===== config.mk =====
export PLATFORM = sky130hd
export DESIGN_NAME = ahbl_master_arbiter
export DESIGN_NICKNAME = d
export VERILOG_FILES = /design/src/rtl/ahbl_master_arbiter.sv
export SDC_FILE = /design/constraint.sdc
export NUM_CORES = 1
export LEC_CHECK = 0
export ABC_AREA = 1
export BUFFER_PORTS_ARGS = -buffer_cell sky130_fd_sc_hd__buf_2
export CORE_AREA = 4 4 120 122
export DETAILED_ROUTE_END_ITERATION = 8
export DIE_AREA = 0 0 124 126
export PLACE_DENSITY = 0.76
export SETUP_SLACK_MARGIN = 0.4
export SLEW_MARGIN = 20
export SYNTH_ARGS = -nofsm -noshare
export SYNTH_HDL_FRONTEND = slang
export SYNTH_SLANG_ARGS = --single-unit

===== constraint.sdc =====
create_clock -name HCLK -period 5 [get_ports HCLK]
set_clock_uncertainty 0.15 [all_clocks]
set_input_delay 0 -clock HCLK [delete_from_list [all_inputs] [get_ports HCLK]]
set_output_delay 0 -clock HCLK [all_outputs]
set_load 0.02 [all_outputs]

===== src/rtl/ahbl_master_arbiter.sv =====
// Two-master AHB-Lite arbiter: each master's address phase is parked in a pending
// register, one pending transfer is issued per bus cycle, and data/ready are steered back.
module ahbl_master_arbiter #(
    parameter int ARB_MODE = 0,
    parameter int AW       = 32,
    parameter int DW       = 32
) (
    input  logic          HCLK,
    input  logic          HRESET,
    input  logic [AW-1:0] M0_HADDR,
    input  logic [1:0]    M0_HTRANS,
    input  logic          M0_HWRITE,
    input  logic [2:0]    M0_HSIZE,
    input  logic [DW-1:0] M0_HWDATA,
    output logic          M0_HREADY,
    output logic [DW-1:0] M0_HRDATA,
    input  logic [AW-1:0] M1_HADDR,
    input  logic [1:0]    M1_HTRANS,
    input  logic          M1_HWRITE,
    input  logic [2:0]    M1_HSIZE,
    input  logic [DW-1:0] M1_HWDATA,
    output logic          M1_HREADY,
    output logic [DW-1:0] M1_HRDATA,
    output logic [AW-1:0] HADDR,
    output logic [1:0]    HTRANS,
    output logic          HWRITE,
    output logic [2:0]    HSIZE,
    output logic [DW-1:0] HWDATA,
    input  logic          HREADY,
    input  logic [DW-1:0] HRDATA
);

    logic [AW-1:0] m_haddr  [2];
    logic [1:0]    m_htrans [2];
    logic          m_hwrite [2];
    logic [2:0]    m_hsize  [2];
    logic          m_ready  [2];
    logic          m_cap    [2];

    logic [1:0]    pend_v_q;
    logic [AW-1:0] pend_addr_q  [2];
    logic [1:0]    pend_write_q;
    logic [2:0]    pend_size_q  [2];
    logic [1:0]    dph_q;
    logic          lock_q;
    logic          sel_q;
    logic          rr_q;

    logic          win_valid;
    logic          win;
    logic          issue;

    assign m_haddr[0]  = M0_HADDR;
    assign m_haddr[1]  = M1_HADDR;
    assign m_htrans[0] = M0_HTRANS;
    assign m_htrans[1] = M1_HTRANS;
    assign m_hwrite[0] = M0_HWRITE;
    assign m_hwrite[1] = M1_HWRITE;
    assign m_hsize[0]  = M0_HSIZE;
    assign m_hsize[1]  = M1_HSIZE;

    // A master is stalled while its own transfer waits for the bus, and otherwise
    // sees the bus ready only while it owns the data phase.
    generate
        for (genvar gi = 0; gi < 2; gi++) begin : g_master
            assign m_ready[gi] = pend_v_q[gi] ? 1'b0 : (dph_q[gi] ? HREADY : 1'b1);
            assign m_cap[gi]   = m_ready[gi] &&
                                 ((m_htrans[gi] == 2'b10) || (m_htrans[gi] == 2'b11));
        end
    endgenerate

    always_comb begin
        win_valid = |pend_v_q;
        win       = 1'b0;
        if (lock_q) begin
            win = sel_q;
        end else if (&pend_v_q) begin
            win = (ARB_MODE == 1) ? ~rr_q : 1'b0;
        end else begin
            win = pend_v_q[1];
        end
    end

    assign issue = win_valid && HREADY;

    always_ff @(posedge HCLK) begin
        if (HRESET) begin
            pend_v_q     <= '0;
            pend_write_q <= '0;
            dph_q        <= '0;
            lock_q       <= 1'b0;
            sel_q        <= 1'b0;
            rr_q         <= 1'b1;
            for (int i = 0; i < 2; i++) begin
                pend_addr_q[i] <= '0;
                pend_size_q[i] <= '0;
            end
        end else begin
            for (int i = 0; i < 2; i++) begin
                if (m_cap[i]) begin
                    pend_v_q[i]     <= 1'b1;
                    pend_addr_q[i]  <= m_haddr[i];
                    pend_write_q[i] <= m_hwrite[i];
                    pend_size_q[i]  <= m_hsize[i];
                end else if (issue && (win == i[0])) begin
                    pend_v_q[i] <= 1'b0;
                end
            end
            if (issue) begin
                dph_q  <= win ? 2'b10 : 2'b01;
                rr_q   <= win;
                lock_q <= 1'b0;
            end else begin
                if (HREADY) begin
                    dph_q <= '0;
                end
                // Freeze the selection so a stalled address phase cannot change under the slave.
                if (win_valid) begin
                    lock_q <= 1'b1;
                    sel_q  <= win;
                end
            end
        end
    end

    assign HTRANS    = win_valid ? 2'b10 : 2'b00;
    assign HADDR     = win_valid ? pend_addr_q[win] : '0;
    assign HWRITE    = win_valid ? pend_write_q[win] : 1'b0;
    assign HSIZE     = win_valid ? pend_size_q[win] : 3'b000;
    assign HWDATA    = dph_q[0] ? M0_HWDATA : (dph_q[1] ? M1_HWDATA : '0);
    assign M0_HREADY = m_ready[0];
    assign M1_HREADY = m_ready[1];
    assign M0_HRDATA = dph_q[0] ? HRDATA : '0;
    assign M1_HRDATA = dph_q[1] ? HRDATA : '0;

endmodule


==> results of run 1 <==
==> metal layers <==
layer / share of wire / wire (um) / vias up
met2: 0.52 / 9470 / 319
met4: 0.046 / 830 / 0
met1: 0.34 / 6180 / 2421
li1: - / - / 2649
met5: 0 / 0 / -
met3: 0.094 / 1700 / 59
==> metrics by stage <==
step	worst slack, ns	instance area (um^2)
global placement	2.58	6250
detailed placement	2.49	6250
finish	2.14	7310
global route	1.96	7310
floorplan	3.19	4770
CTS	2.13	7310
==> sequential cells by signal (all words and copies together) (netlist names) <==
register,count
pend_size_q,6
dph_q,2
pend_addr_q,64
sel_q,1
pend_v_q,2
pend_write_q,2
lock_q,1
==> kinds of logic after synthesis <==
family | Yosys count | share of synthesized area
other | 1 | 0.000786
AOI/OAI and AO/OA | 42 | 0.0449
DFF | 78 | 0.474
buffers and inverters | 184 | 0.179
and+or+nand+nor | 336 | 0.301
==> synth_stat cells (3+ instances only) <==
| library cell | n | area, um^2 |
|---|---|---|
| buf_2 | 21 | 105 |
| nor2_2 | 21 | 131 |
| nor2_1 | 58 | 218 |
| nand2_2 | 3 | 18.8 |
| nand3_1 | 73 | 365 |
| a21oi_1 | 39 | 195 |
| buf_6 | 12 | 135 |
| buf_4 | 6 | 45.0 |
| inv_1 | 140 | 526 |
| edfxtp_1 | 70 | 2100 |
| dfxtp_1 | 8 | 160 |
| nand2_1 | 176 | 661 |
==> cell type report <==
| type | instances | area, um^2 | share of cell area |
|---|---|---|---|
| antenna | 1 | 2.50 | 0.000342 |
| clock buffer | 10 | 229 | 0.0313 |
| clock inverter | 3 | 38.8 | 0.00530 |
| inverter | 141 | 529 | 0.0724 |
| multi-input combinational | 379 | 1660 | 0.227 |
| sequential | 78 | 2260 | 0.310 |
| tap | 176 | 220 | 0.0301 |
| timing repair buffer | 391 | 2360 | 0.323 |
==> report_power, final <==
group,internal [mW],total [mW],switching (mW)
sequential,0.796,0.820,0.0240
combinational,0.222,0.628,0.407
clock,0.375,0.607,0.232
==> how the worst min path moves through the flow <==
| stage | end | slack [ns] | cells past startpoint |
|---|---|---|---|
| after floorplan | dph_q[0]$_SDFFE_PP0P_ | -0.08 | 1 |
| after global placement | dph_q[0]$_SDFFE_PP0P_ | 0.07 | 2 |
| after detailed placement | dph_q[1]$_SDFFE_PP0P_ | 0.07 | 2 |
| after CTS | HWDATA[9] | 0.16 | 4 |
| after global routing | M0_HRDATA[1] | 0.18 | 4 |
| final | M0_HRDATA[3] | 0.16 | 4 |
==> critical path, stage by stage, from the launching register on <==
cell	delay (ns)
dfxtp_1	0.43
nor2_2	0.05
nand2_2	0.57
nand2_2	0.69
nand2_1	0.31
a21oi_1	0.09
buf_2	0.21
==> flow_metrics.env, run 1 <==
export IMPL_clock_latency_ns=0.33
export IMPL_layout_common_cells="buf_2, nand2_1, inv_1"
export IMPL_cp_endpoint="HADDR[15]"
export IMPL_final_core_util=0.554
export IMPL_r2r_start="dph_q[1]$_SDFFE_PP0P_"
export IMPL_ir_drop_mv=0.197
export IMPL_crit_path_max_fanout=38
export IMPL_syn_to_final_growth_pct=53.3
export IMPL_cts_tree="yes"
export IMPL_finalNetCount=1175
export IMPL_cts_sinks=78
export IMPL_clk_pin_slew_ns=0.06
export IMPL_drive_gt1_frac=0.354
export IMPL_cts_root_buf="clkbuf_16"
export IMPL_rsz0062_at_grt="no"
export IMPL_die_area_um2=15600
export IMPL_syn_area_per_cell_um2=7.44
export IMPL_drtIter0Drc=362
export IMPL_stdcell_count=1179
export IMPL_ys_ff_latch=78
export IMPL_grt_ovfl_total=0
export IMPL_powerDensity_nw_per_um2=281
export IMPL_n_fill_cell=1143
export IMPL_grt_util_met1=0.233
export IMPL_ff2ff_setup_slack_ns=2.41
export IMPL_use_met2=0.407
export IMPL_yosysWarnings=0
export IMPL_ys_flop_type="edfxtp_1"
export IMPL_leakagePower_nw=4.43
export IMPL_cp_end_kind="primary output"
export IMPL_core_um2=13200
export IMPL_wire_per_inst_um=15.4
export IMPL_io_pin_count=311
export IMPL_synth_edf_count=70
export IMPL_htreeDepth=3
export IMPL_reg2reg_depth=6
export IMPL_drt_vias_per_instance=4.62
export IMPL_die_w_um=124
export IMPL_postCtsHoldBufs=79
export IMPL_min_period_ns=2.86
export IMPL_setup_tns_final_ns=0
export IMPL_slew_headroom=0.341
export IMPL_cts_buffers=9
export IMPL_synth_fp_nets=816
export IMPL_antenna_left=0
export IMPL_clk_path_buf_depth=2
export IMPL_dp_hpwl_mm=12.3
export IMPL_worstSetupPathType="flip-flop to primary output"
export IMPL_timing_rr_end="pend_write_q[1]$_SDFFE_PP0P_"
export IMPL_worst_ep_required_time_ns=4.85
export IMPL_grtUsageTotal=0.222
export IMPL_die_h_um=126
export IMPL_crit_arrival_ns=2.71
export IMPL_top_usage_layer="met2"
export IMPL_layout_commonest_cell="buf_2"
export IMPL_tightest_slew_ns=0.987
export IMPL_syn_area_um2=4770
export IMPL_grt_pass1_vias=5250
export IMPL_hp_class="input pin to primary output"
export IMPL_critPathLaunchType="flip-flop"
export IMPL_place_congestion=0.838
export IMPL_hold_slack_ns=0.163
export IMPL_drtPass1Iterations=5
export IMPL_port_buffers=307
export IMPL_antenna_found_initial=1
export IMPL_run_status="completed"
export IMPL_syn_inst=641
export IMPL_seq_area_frac_synth=0.474
export IMPL_drc=0
export IMPL_synth_cell_types=21
export IMPL_maxCapViolations=0
export IMPL_post_cts_buffers=0
export IMPL_hold_viol_final=0
export IMPL_num_vias=5448
export IMPL_use_met3=0.0507
export IMPL_critPathLaunch="pend_v_q[0]$_SDFFE_PP0P_"
export IMPL_grt_pass1_wl_mm=26.9
export IMPL_synthArstFlopShare=0
export IMPL_min_from="HRDATA[3]"
export IMPL_cts_resized=0
export IMPL_initial_utilization=0.362
export IMPL_maxSlewViolCount=0
export IMPL_dp_cells=1086
export IMPL_grt_max_degree=71
export IMPL_clock_fmax_mhz=350
export IMPL_final_setup_viol_count=0
export IMPL_routed_wirelength_mm=18.2
export IMPL_total_power_mw=2.06
export IMPL_fin_crit_sh=0.571
export IMPL_std_cell_rows=42
(Power assumes the default switching activity.)
==> run 2, diff against run 1 <==
--- a/config.mk
+++ b/config.mk
@@ -7,10 +7,10 @@
 export LEC_CHECK = 0
 export ABC_AREA = 1
 export BUFFER_PORTS_ARGS = -buffer_cell sky130_fd_sc_hd__buf_2
-export CORE_AREA = 4 4 120 122
+export CORE_AREA = 4 4 117 119
 export DETAILED_ROUTE_END_ITERATION = 8
-export DIE_AREA = 0 0 124 126
-export PLACE_DENSITY = 0.76
+export DIE_AREA = 0 0 121 123
+export PLACE_DENSITY = 0.79
 export SETUP_SLACK_MARGIN = 0.4
 export SLEW_MARGIN = 20
 export SYNTH_ARGS = -nofsm -noshare
==> constraint.sdc (replaced) <==
create_clock -name HCLK -period 2.65 [get_ports HCLK]
set_clock_uncertainty 0.15 [all_clocks]
set_input_delay 0 -clock HCLK [delete_from_list [all_inputs] [get_ports HCLK]]
set_output_delay 0 -clock HCLK [all_outputs]
set_load 0.02 [all_outputs]
==> run 2 against run 1 <==
Hold slack worse by 0.0010 ns. First-iteration DRC count increased by 10%. Worst setup slack got worse by 1.5 ns. Clock power increased by 96%. Final area rose by 1.3%. Non-clock buffer count rose by 7.
==> flow_metrics.env, run 2 (synthesis results as in run 1) <==
export IMPL_timing_rr_end="dph_q[0]$_SDFFE_PP0P_"
export IMPL_drtPass1Iterations=5
export IMPL_layout_common_cells="buf_2, nand2_1, inv_1"
export IMPL_combPwrFrac=0.309
export IMPL_powerDensity_nw_per_um2=535
export IMPL_antenna_left=0
export IMPL_rsz0062_at_grt="no"
export IMPL_final_setup_viol_count=0
export IMPL_max_stage_delay_ns=0.44
export IMPL_wire_per_inst_um=16.0
export IMPL_clk_path_buf_depth=2
export IMPL_io_pin_count=311
export IMPL_layout_commonest_cell="buf_2"
export IMPL_drtIter0Drc=400
export IMPL_slew_headroom=0.574
export IMPL_drt_vias_per_instance=4.63
export IMPL_num_vias=5487
export IMPL_ir_drop_mv=0.503
export IMPL_cts_buffers=9
export IMPL_finalNetCount=1182
export IMPL_syn_to_final_growth_pct=55.4
export IMPL_cp_cell_sequence="nor2_2, nand2_2, buf_4, nand3_1, a21oi_1, buf_2"
export IMPL_seq_power_share=0.391
export IMPL_top_regs="pend_addr_q: 64 flops, pend_size_q: 6 flops"
export IMPL_min_period_ns=2.02
export IMPL_die_w_um=121
export IMPL_initial_utilization=0.379
export IMPL_clk_pin_slew_ns=0.05
export IMPL_clock_latency_ns=0.33
export IMPL_leakagePower_nw=4.47
export IMPL_cts_tree="yes"
export IMPL_fin_ws_ns=0.633
export IMPL_grt_pass1_wl_mm=27.8
export IMPL_drc=0
export IMPL_maxCapViolations=0
export IMPL_clockPowerShare=0.300
export IMPL_grtUsageTotal=0.244
export IMPL_routed_wirelength_mm=19.0
export IMPL_critPathLaunchType="flip-flop"
export IMPL_antenna_found_initial=0
export IMPL_crit_arrival_ns=1.87
export IMPL_grt_pass1_vias=5269
export IMPL_die_h_um=123
export IMPL_crit_path_max_fanout=37
export IMPL_place_congestion=0.805
export IMPL_fin_crit_sh=0.761
export IMPL_clock_fmax_mhz=496
export IMPL_maxSlewViolCount=0
export IMPL_cp_end_kind="primary output"
export IMPL_switching_share=0.330
export IMPL_hold_viol_final=0
export IMPL_max_flop_register="pend_addr_q"
export IMPL_slowest_stage="dfxtp_1"
export IMPL_tightest_slew_ns=0.640
export IMPL_port_buffers=307
export IMPL_post_cts_buffers=0
export IMPL_core_um2=12600
export IMPL_place_worst_setup_slack_ns=0.830
export IMPL_cts_sinks=78
export IMPL_cts_root_buf="clkbuf_16"
export IMPL_ff2ff_setup_slack_ns=0.64
export IMPL_r2r_start="pend_v_q[0]$_SDFFE_PP0P_"
export IMPL_hold_end="M0_HRDATA[19]"
export IMPL_largest_register_ffs=64
export IMPL_dp_hpwl_mm=13.2
export IMPL_hp_class="input pin to primary output"
export IMPL_worstSetupPathType="flip-flop to primary output"
export IMPL_die_area_um2=14900
export IMPL_grt_ovfl_total=0
export IMPL_min_from="HRDATA[19]"
export IMPL_reg2reg_depth=5
export IMPL_final_core_util=0.590
export IMPL_std_cell_rows=41
export IMPL_htreeDepth=3
export IMPL_run_status="completed"
export IMPL_drive_gt1_frac=0.363
export IMPL_worst_ep_required_time_ns=2.50
export IMPL_grt_max_degree=67
export IMPL_p_int_mw=2.66
export IMPL_min_delay_path_depth=4
export IMPL_net_switching_power_mw=1.31
export IMPL_num_antenna_cells=0
export IMPL_setup_tns_final_ns=0
==> run 2: cell types whose count changed in the layout (fill, tap and decap cells not counted), moves of 2 or more <==
cell / before / now
buf_4: 5 / 10
clkbuf_8: 0 / 3
buf_12: 0 / 2
nand2_1: 176 / 174
nand2_2: 3 / 5
==> run 2: how the worst max path moves through the flow <==
stage                              from                                to  slack [ns]  cells past startpoint
5_1_grt           dph_q[1]$_SDFFE_PP0P_      pend_write_q[1]$_SDFFE_PP0P_        0.48                      5
3_3_place_gp   pend_v_q[1]$_SDFFE_PP0P_  pend_addr_q[1][28]$_SDFFCE_PN0P_        0.86                      4
2_1_floorplan  pend_v_q[0]$_SDFFE_PP0P_   pend_addr_q[0][0]$_SDFFCE_PN0P_        0.84                      3
6_report       pend_v_q[0]$_SDFFE_PP0P_                          HADDR[0]        0.63                      6
4_1_cts           dph_q[1]$_SDFFE_PP0P_      pend_write_q[1]$_SDFFE_PP0P_        0.60                      5
3_5_place_dp   pend_v_q[1]$_SDFFE_PP0P_   pend_size_q[1][0]$_SDFFCE_PN0P_        0.83                      4
==> run 2: layout make-up <==
cell class | count | area [um^2]
multi-input combinational | 379 | 1670
inverter | 141 | 529
tap | 172 | 215
clock inverter | 2 | 16.3
clock buffer | 14 | 274
sequential | 78 | 2260
timing repair buffer | 398 | 2440
fill | 1071 | 5160
==> run 2: per-stage QoR <==
stage / power, mW / cells / hold WS [ns] / instance area [um^2]
floorplan: 2.29 / 641 / -0.0809 / 4770
global placement: 2.67 / 1089 / 0.0740 / 6330
global route: 4.14 / 1184 / 0.181 / 7410
finish: 3.97 / 1184 / 0.162 / 7410
detailed placement: 2.69 / 1089 / 0.0816 / 6330
CTS: 3.95 / 1184 / 0.165 / 7410
==> run 2: timing repair <==
item                                    4_1_cts  5_1_grt
gates resized for setup                       0        0
hold endpoints to repair                     78        0
hold buffers                                 79        0
endpoints found under the setup margin        0        0
==> run 2: per-layer routing <==
metal / track usage / up-vias / part of all wire
met5: 0 / - / 0
met4: 0.0942 / 0 / 0.030
met3: 0.0769 / 45 / 0.10
met2: 0.449 / 290 / 0.53
met1: 0.262 / 2482 / 0.34
li1: - / 2670 / -
==> run 2: power by group through the flow <==
stage,clock [mW],sequential (mW),combinational (mW)
2_1_floorplan,0,1.56,0.727
3_3_place_gp,0,1.56,1.11
3_5_place_dp,0,1.57,1.12
4_1_cts,1.19,1.55,1.22
5_1_grt,1.24,1.56,1.33
6_report,1.19,1.55,1.22
==> run 2: worst max-delay path, delay by kind of cell (launching register included) <==
family | cells | cell delay (ns)
buffers and inverters | 2 | 0.59
AOI/OAI and AO/OA | 1 | 0.25
DFF | 1 | 0.44
and+or+nand+nor | 3 | 0.25
==> run 3, diff against run 2 <==
--- a/config.mk
+++ b/config.mk
@@ -5,12 +5,12 @@
 export SDC_FILE = /design/constraint.sdc
 export NUM_CORES = 1
 export LEC_CHECK = 0
-export ABC_AREA = 1
+export ABC_AREA = 0
 export BUFFER_PORTS_ARGS = -buffer_cell sky130_fd_sc_hd__buf_2
-export CORE_AREA = 4 4 117 119
+export CORE_MARGIN = 4
+export CORE_UTILIZATION = 40
 export DETAILED_ROUTE_END_ITERATION = 8
-export DIE_AREA = 0 0 121 123
-export PLACE_DENSITY = 0.79
+export PLACE_DENSITY = 0.84
 export SETUP_SLACK_MARGIN = 0.4
 export SLEW_MARGIN = 20
 export SYNTH_ARGS = -nofsm -noshare
==> constraint.sdc (replaced) <==
create_clock -name HCLK -period 1.8 [get_ports HCLK]
set_clock_uncertainty 0.15 [all_clocks]
set_input_delay 0 -clock HCLK [delete_from_list [all_inputs] [get_ports HCLK]]
set_output_delay 0 -clock HCLK [all_outputs]
set_load 0.02 [all_outputs]
==> run 3 against run 2 <==
The flow now finishes with violations (setup timing). Via count is 37% higher. Register-to-register slack got worse by 0.63 ns. Sequential cell count unchanged. Clock power grew 63%. Utilization increased by 32 points. Die area increased by 0.26%. Sequential power grew 50%. Largest power group is now combinational logic. Highest routed layer is now met5.
==> flow_metrics.env, run 3 <==
export IMPL_run_status="finished with violations"
export IMPL_failed_checks="setup timing"
export IMPL_min_period_ns=1.96
export IMPL_synthTopCellsByCount="a21oi_1, nand2b_1, edfxtp_1, and2_1, nand3_1"
export IMPL_dp_hpwl_mm=14.8
export IMPL_cts_tree="yes"
export IMPL_crit_path_max_fanout=6
export IMPL_rsz0062_at_grt="yes"
export IMPL_critPathLaunchType="flip-flop"
export IMPL_antenna_found_initial=8
export IMPL_drtIter0Drc=890
export IMPL_clk_path_buf_depth=2
export IMPL_synthArstFlopShare=0
export IMPL_syn_to_final_growth_pct=121
export IMPL_die_area_um2=14900
export IMPL_place_congestion=0.815
export IMPL_seq_area_frac_synth=0.434
export IMPL_worst_ep_required_time_ns=1.65
export IMPL_ff2ff_setup_slack_ns=0.01
export IMPL_hold_viol_final=0
export IMPL_yosysTopAreaCell="edfxtp_1"
export IMPL_cp_num_buf_inv=3
export IMPL_net_switching_power_mw=2.80
export IMPL_ys_ff_latch=78
export IMPL_place_worst_setup_slack_ns=0.232
export IMPL_seq_power_share=0.302
export IMPL_ir_drop_mv=0.626
export IMPL_drc=0
export IMPL_htreeDepth=3
export IMPL_switching_share=0.364
export IMPL_combPwrFrac=0.446
export IMPL_leakagePower_nw=4.87
export IMPL_worstSetupPathType="flip-flop to primary output"
export IMPL_ys_flop_type="edfxtp_1"
export IMPL_timing_rr_end="pend_addr_q[0][21]$_SDFFCE_PN0P_"
export IMPL_clock_fmax_mhz=510
export IMPL_std_cell_rows=41
export IMPL_initial_utilization=0.411
export IMPL_crit_arrival_ns=1.81
export IMPL_reg2reg_depth=8
export IMPL_synth_edf_count=70
export IMPL_powerDensity_nw_per_um2=667
export IMPL_critPathLaunch="lock_q$_SDFFE_PP0N_"
export IMPL_io_pin_count=311
export IMPL_syn_area_um2=5210
export IMPL_r2r_start="pend_v_q[0]$_SDFFE_PP0P_"
export IMPL_cts_sinks=78
export IMPL_final_setup_viol_count=34
export IMPL_drive_gt1_frac=0.698
export IMPL_grt_pass1_wl_mm=42.8
export IMPL_cts_buffers=9
export IMPL_slowest_stage="dfxtp_4"
export IMPL_num_vias=7529
export IMPL_grt_ovfl_total=0
export IMPL_clk_pin_slew_ns=0.06
export IMPL_layout_common_cells="buf_2, buf_6, a21oi_2"
export IMPL_synth_most_common_cell="a21oi_1"
export IMPL_core_um2=12700
export IMPL_synth_area_leaders="edfxtp_1, nand2b_1, a21oi_1"
export IMPL_top_regs="pend_addr_q: 64 flops, pend_size_q: 6 flops"
export IMPL_yosysWarnings=0
export IMPL_cp_cell_sequence="buf_4, nand2b_4, buf_12, nand3_2, a21oi_4, buf_6"
export IMPL_layout_commonest_cell="buf_2"
export IMPL_cp_endpoint="HSIZE[1]"
export IMPL_grt_pass1_vias=6985
export IMPL_hp_class="input pin to flip-flop"
export IMPL_p_int_mw=4.89
export IMPL_total_power_mw=7.69
export IMPL_clock_latency_ns=0.35
export IMPL_die_w_um=122
export IMPL_grtUsageTotal=0.391
export IMPL_die_h_um=122
export IMPL_largest_register_ffs=64
export IMPL_drt_vias_per_instance=6.47
export IMPL_syn_inst=525
export IMPL_maxSlewViolCount=0
export IMPL_cpLargestDelayFamily="buffers and inverters"
export IMPL_max_stage_delay_ns=0.39
export IMPL_stdcell_count=1164
export IMPL_cts_root_buf="clkbuf_16"
export IMPL_finalNetCount=1157
export IMPL_fin_crit_sh=1.09
export IMPL_grt_max_degree=46
export IMPL_syn_area_per_cell_um2=9.93
export IMPL_routed_wirelength_mm=38.5
export IMPL_maxCapViolations=0
export IMPL_port_buffers=307
export IMPL_netlist_area_leader_share=0.403
export IMPL_setup_tns_final_ns=-2.20
export IMPL_synth_fp_nets=700
export IMPL_cp_end_kind="primary output"
export IMPL_drtPass1Iterations=5
export IMPL_synth_cell_types=33
export IMPL_max_flop_register="pend_addr_q"
export IMPL_final_core_util=0.911
export IMPL_wire_per_inst_um=33.1
export IMPL_clockPowerShare=0.252
export IMPL_dp_cells=969
export IMPL_antenna_left=0
export IMPL_fin_ws_ns=-0.159
export IMPL_cp_depth=6
run 3: cell types whose count changed after synthesis, sizes merged, moves of 32 or more:
cell    previous run  this run
inv              141         6
nand3             75        38
and2               0        65
a22o               0        32
nand2b             0        76
o21ai              2        37
nand2            180         0
nor2              79         5
a21oi             40       112
run 3: cells by family (layout without fill, tap and decap cells):
group	count (synthesis)	in the layout	share of synthesized area
flip-flops	78	78	0.434
AO/OA/AOI/OAI	189	189	0.254
other	1	6	0.000719
buffers and inverters	65	521	0.0869
AND/OR/NAND/NOR	192	198	0.225
run 3: timing repair:
item	in CTS	in global routing
buffers inserted	36	20
gates cloned	31	12
hold endpoints to repair	75	0
endpoints found under the setup margin	257	276
hold buffers	75	0
pin swaps	42	25
resized for setup	367	233
run 3: power groups by stage:
stage,combinational (mW),sequential [mW],clock (mW)
after detailed placement,1.59,2.28,0
after global placement,1.57,2.27,0
after global routing,3.48,2.32,1.97
after floorplan,1.05,2.26,0
final,3.43,2.32,1.94
after CTS,2.62,2.24,1.78
run 3: per-stage QoR:
step	area (um^2)	hold slack, ns
after detailed placement	6860	0.129
after global placement	6860	0.124
after CTS	10200	0.00344
final	11500	0.0641
after floorplan	5260	-0.0543
after global routing	11500	0.0798
run 3: worst min-delay path, cell delays in order:
cell     delay [ns]
buf_2          0.14
nor2b_4        0.07
o31ai_1        0.23
a21oi_1        0.07
run 3: final cells by class:
type | count | area (um^2)
Clock buffer | 12 | 236
Sequential cell | 78 | 2280
Multi-Input combinational cell | 388 | 3570
Fill cell | 413 | 1130
Clock inverter | 4 | 47.5
Inverter | 6 | 27.5
Antenna cell | 5 | 12.5
Timing Repair Buffer | 499 | 5150
Tap cell | 172 | 215
run 3: how the worst min path moves through the flow:
stage / startpoint / endpoint / slack [ns] / depth (start not counted)
2_1_floorplan: HREADY / lock_q$_SDFFE_PP0N_ / -0.05 / 1
3_5_place_dp: M1_HWRITE / pend_write_q[1]$_SDFFE_PP0P_ / 0.13 / 3
5_1_grt: HREADY / pend_write_q[0]$_SDFFE_PP0P_ / 0.08 / 4
3_3_place_gp: M1_HWRITE / pend_write_q[1]$_SDFFE_PP0P_ / 0.12 / 3
4_1_cts: HREADY / dph_q[1]$_SDFFE_PP0P_ / 0.003 / 4
6_report: HREADY / pend_write_q[0]$_SDFFE_PP0P_ / 0.06 / 4
run 3: layer usage:
layer | GRT usage | wire length [um]
met5 | 0 | 41
met4 | 0.236 | 4100
met3 | 0.140 | 5870
met2 | 0.681 | 17200
met1 | 0.403 | 11300
